[src/rtl/n64_read_response.sv]
// n64_read_response: N64 controller reply receiver; define N64_READ_STOP_CHECK_EN to also require the stop bit
module n64_read_response #(
    parameter int SAMPLE_PT = 200,
    parameter int BIT_GUARD = 300,
    parameter int TIMEOUT   = 1000,
    parameter int NBITS     = 32
) (
    input  logic             clk,
    input  logic             rst_n,
    input  logic             begin_read,
    input  logic             data_in,
    output logic [NBITS-1:0] status_word,
    output logic             valid,
    output logic             busy,
    output logic             timeout_err
);
    localparam int IW = $clog2(NBITS + 1);
    localparam logic [1:0] IDLE      = 2'd0;
    localparam logic [1:0] WAIT_FALL = 2'd1;
    localparam logic [1:0] BIT       = 2'd2;
`ifdef N64_READ_STOP_CHECK_EN
    localparam logic [1:0] STOP      = 2'd3;
`endif
    localparam logic [9:0] SAMPLE_AT = 10'(SAMPLE_PT - 1);
    localparam logic [9:0] GUARD_AT  = 10'(BIT_GUARD - 1);
    localparam logic [9:0] TMO_AT    = 10'(TIMEOUT - 1);
    localparam logic [IW-1:0] LAST   = IW'(NBITS - 1);

    logic             s1_q, s2_q, prev_q;
    logic [1:0]       state_q, state_d;
    logic [9:0]       cnt_q, cnt_d, cnt_inc;
    logic [IW-1:0]    idx_q, idx_d;
    logic [NBITS-1:0] sh_q, sh_d, word_q, word_d;
    logic             valid_q, valid_d, tmo_q, tmo_d;
    logic             fall;

    assign fall        = prev_q & ~s2_q;
    assign cnt_inc     = (cnt_q == 10'h3FF) ? cnt_q : cnt_q + 10'd1;
    assign status_word = word_q;
    assign valid       = valid_q;
    assign timeout_err = tmo_q;
    assign busy        = state_q != IDLE;

    // Next-state decode: wait for each falling edge, sample mid-bit, blank until the guard expires
    always_comb begin
        state_d = state_q;
        cnt_d   = cnt_inc;
        idx_d   = idx_q;
        sh_d    = sh_q;
        word_d  = word_q;
        valid_d = 1'b0;
        tmo_d   = 1'b0;
        case (state_q)
            IDLE: begin
                cnt_d = '0;
                if (begin_read) begin
                    state_d = WAIT_FALL;
                    idx_d   = '0;
                    sh_d    = '0;
                end
            end
            WAIT_FALL: begin
                if (fall) begin
                    state_d = BIT;
                    cnt_d   = '0;
                end else if (cnt_q == TMO_AT) begin
                    state_d = IDLE;
                    tmo_d   = 1'b1;
                end
            end
            BIT: begin
                if (cnt_q == SAMPLE_AT) sh_d = {sh_q[NBITS-2:0], s2_q};
                if (cnt_q == GUARD_AT) begin
                    cnt_d = '0;
                    if (idx_q == LAST) begin
`ifdef N64_READ_STOP_CHECK_EN
                        state_d = STOP;
`else
                        state_d = IDLE;
                        word_d  = sh_q;
                        valid_d = 1'b1;
`endif
                    end else begin
                        state_d = WAIT_FALL;
                        idx_d   = idx_q + 1'b1;
                    end
                end
            end
`ifdef N64_READ_STOP_CHECK_EN
            STOP: begin
                if (fall) begin
                    state_d = IDLE;
                    word_d  = sh_q;
                    valid_d = 1'b1;
                end else if (cnt_q == TMO_AT) begin
                    state_d = IDLE;
                    tmo_d   = 1'b1;
                end
            end
`endif
            default: state_d = IDLE;
        endcase
    end

    // Registers: synchronizer idles high, everything else clears on reset
    always_ff @(posedge clk) begin
        if (!rst_n) begin
            s1_q    <= 1'b1;
            s2_q    <= 1'b1;
            prev_q  <= 1'b1;
            state_q <= IDLE;
            cnt_q   <= '0;
            idx_q   <= '0;
            sh_q    <= '0;
            word_q  <= '0;
            valid_q <= 1'b0;
            tmo_q   <= 1'b0;
        end else begin
            s1_q    <= data_in;
            s2_q    <= s1_q;
            prev_q  <= s2_q;
            state_q <= state_d;
            cnt_q   <= cnt_d;
            idx_q   <= idx_d;
            sh_q    <= sh_d;
            word_q  <= word_d;
            valid_q <= valid_d;
            tmo_q   <= tmo_d;
        end
    end
endmodule
[config.mk]
export PLATFORM = sky130hd
export DESIGN_NAME = n64_read_response
export DESIGN_NICKNAME = d
export VERILOG_FILES = /design/src/rtl/n64_read_response.sv
export SDC_FILE = /design/constraint.sdc
export NUM_CORES = 1
export LEC_CHECK = 0
export CORE_MARGIN = 10
export CORE_UTILIZATION = 50
export CTS_BUF_LIST = sky130_fd_sc_hd__clkbuf_16
export CTS_CLUSTER_SIZE = 28
export DETAILED_ROUTE_END_ITERATION = 10
export GPL_ROUTABILITY_DRIVEN = 0
export PLACE_DENSITY = 0.72
export SYNTH_ARGS = -nofsm -noshare
export SYNTH_HDL_FRONTEND = slang
export SYNTH_SLANG_ARGS = --single-unit
export TNS_END_PERCENT = 30
[constraint.sdc]
create_clock -name clk -period 4.3 [get_ports clk]
set_clock_uncertainty 0.1 [all_clocks]
set_input_delay 0.645 -clock clk [delete_from_list [all_inputs] [get_ports clk]]
set_output_delay 0.645 -clock clk [all_outputs]
set_load 0.1 [all_outputs]
==> metrics <==
status finished, final reports clean; Detail Route Antenna Nets 0; synth warn 0; RSZ-0062 raised after global routing no; Startpoint Class flop; Final Total Pwr 1.556 mW; asr flop ratio synth 0; setup TNS 0 ns; Worst slew margin 0.2700; Seq/Total Area, Yosys 0.4931; CTS clk-pin slew, worst paths 0.06 ns; Synth Register Bits 87; pre-CTS WS 1.517 ns; number of flops mapped to enable cells by yosys 0; Max VDD drop 0.0002391 V; commonest non-fill, non-tap cells in the layout nand2_1 (106), dfxtp_1 (87), a21boi_0 (46); Root Driver clkbuf_16; # Max-Cap Violations 0; Max stage delay on crit path 1.12 ns; Main synth FF type dfxtp_1; CP top delay family buffers and inverters; worst skew pair latency 0.33 ns; drt wl/cell 13.22 um; Final Hold Viols 0; Synth area leader dfxtp_1; Die X 104.1 um; CP max FO 9; worst path cell trace or2_2 > clkdlybuf4s50_1; Syn Area/Cell 8.615 sq um; largest net degree at the start of global routing 79; post-CTS repair timing setup buffer count 0; Remaining Overflow, GRT 0; vias post-DR 2,828; required time of the worst setup path 3.56 ns; Hold Crit Class flop to flop; Netlist cell types 41; DRT Pass-1 Iters 4; leading cell type in the layout, fill and taps excluded nand2_1; DRT iter0 DRCs 140; initial antenna violation count 0; post-synth top area share 0.4931; fmax 0.3490 GHz; first-pass GRT wire length 12,130 um; DIE AREA 0.01083 sq mm; Synth area leaders dfxtp_1 (49%), nand2_1 (11%), a21boi_0 (9.8%), nand3_1 (5.2%), a21boi_1 (3.8%); Worst Setup End Kind primary output; critical path arrival 2.12 ns; cts hold-fix bufs 0; via/cell ratio 5.296; GRT Resource Usage Total 0.1295; setup violators final 0; Synth Cell Area 0.003532 sq mm; non-filler instance count after layout 534; slowest stage cell, crit path clkdlybuf4s50_1; cts bufs inserted 9; P_leak 1.421 nW; Top Ports 39; DRC errors left 0; Worst Slack Setup Final 1.435 ns; power per cell area 370.4 mW/mm^2; Sink Count 87; TritonCTS clock tree yes; row count 30; n_diodes 0; CP Buf/Inv Count 1; Final min period 2.865 ns; Mapped Cells 410; WS Path Type flop to primary output; clk buf depth 2; layout cells sized above 1 0.05251; max-slew violations 0; Final Cycle Share 0.6663; Port Buf Inserts 38; WL final 7057 um; core box area 0.006832 sq mm; # H-tree levels 3; vias in the first global route 2,763; Syn Nets 416; # resized after CTS 0; Die Y 104.1 um; worst-margin pin slew 1.095 ns; Initial Util 0.5170; DP HPWL 4593 um; Cells after DPL 519; synth-to-layout area growth 18.92%; Final #Nets 440
==> worst register-to-register path: cells and delay by family, from the launching register on <==
family           cells  cell delay [ns]
flip-flops           1             0.49
AO/OA/AOI/OAI        1             0.24
AND/OR/NAND/NOR      3             1.78
==> cell type report <==
type	instances	area, sq um
Fill cell	633	2631
Sequential cell	87	1742
Multi-Input combinational cell	292	1668
Timing Repair Buffer	42	405.4
Clock buffer	9	225.2
Tap cell	96	120.1
Clock inverter	6	32.53
Inverter	2	7.507
==> registers in the layout, indices dropped and copies added (netlist names) <==
| register | flops |
|---|---|
| cnt_q | 10 |
| idx_q | 6 |
| prev_q | 1 |
| s1_q | 1 |
| s2_q | 1 |
| sh_q | 32 |
| state_q | 2 |
| status_word | 32 |
| timeout_err | 1 |
| valid | 1 |
==> power by group <==
| part | internal (mW) | switching [mW] | leakage (nW) | total, mW |
|---|---|---|---|---|
| clock | 0.381 | 0.291 | 0.135 | 0.672 |
| sequential | 0.809 | 0.00396 | 0.701 | 0.813 |
| combinational | 0.0229 | 0.0477 | 0.585 | 0.0706 |
==> per-stage QoR <==
step | utilization | hold WS (ns) | instance area (sq um)
after floorplan | - | 0.2863 | 3532
after CTS | 0.6148 | 0.3123 | 4200
after detailed placement | 0.5771 | 0.3017 | 3943
after global placement | 0.5771 | 0.2992 | 3943
after global routing | 0.6148 | 0.3283 | 4200
final | 0.6148 | 0.3089 | 4200
==> path summary, 6_finish.rpt <==
path	slack, ns	end	start	cells after the start
setup / recovery	1.43	busy	state_q[1]	2
hold / removal	0.31	s2_q	s1_q	1
setup reg to reg	1.61	status_word[27]	state_q[1]	4
hold reg to reg	0.31	s2_q	s1_q	1
==> cells in the mapped netlist, drive strengths merged, types with 3 or more instances <==
cell and count:
a21boi 64, a31oi 3, a31o 4, a21oi 4, nor2 14, nand2b 7, clkbuf 16, nand3 37
nand4 4, o21ai 5, o22ai 3, and3b 3, nand2 106, dfxtp 87, buf 13, and3 8
mux2i 3
==> layer usage <==
| layer | up-vias | GRT usage | share of wire |
|---|---|---|---|
| li1 | 1448 | - | - |
| met1 | 1320 | 0.1474 | 0.46 |
| met2 | 53 | 0.2176 | 0.48 |
| met3 | 7 | 0.04213 | 0.055 |
| met4 | 0 | 0.05368 | 0.011 |
| met5 | - | 0 | 0 |
==> logic make-up (layout without fill, tap and decap cells) <==
group,Yosys count,in the layout,synth area share
AND/OR/NAND/NOR,196,196,0.2604
AO/OA/AOI/OAI,88,88,0.1863
buffers and inverters,31,59,0.03720
adder cells (fa/ha/maj),2,2,0.007084
XOR/XNOR,3,3,0.007440
flip-flops,87,87,0.4931
multiplexers,3,3,0.008502
Note: power is estimated with default switching activity, not from simulation.
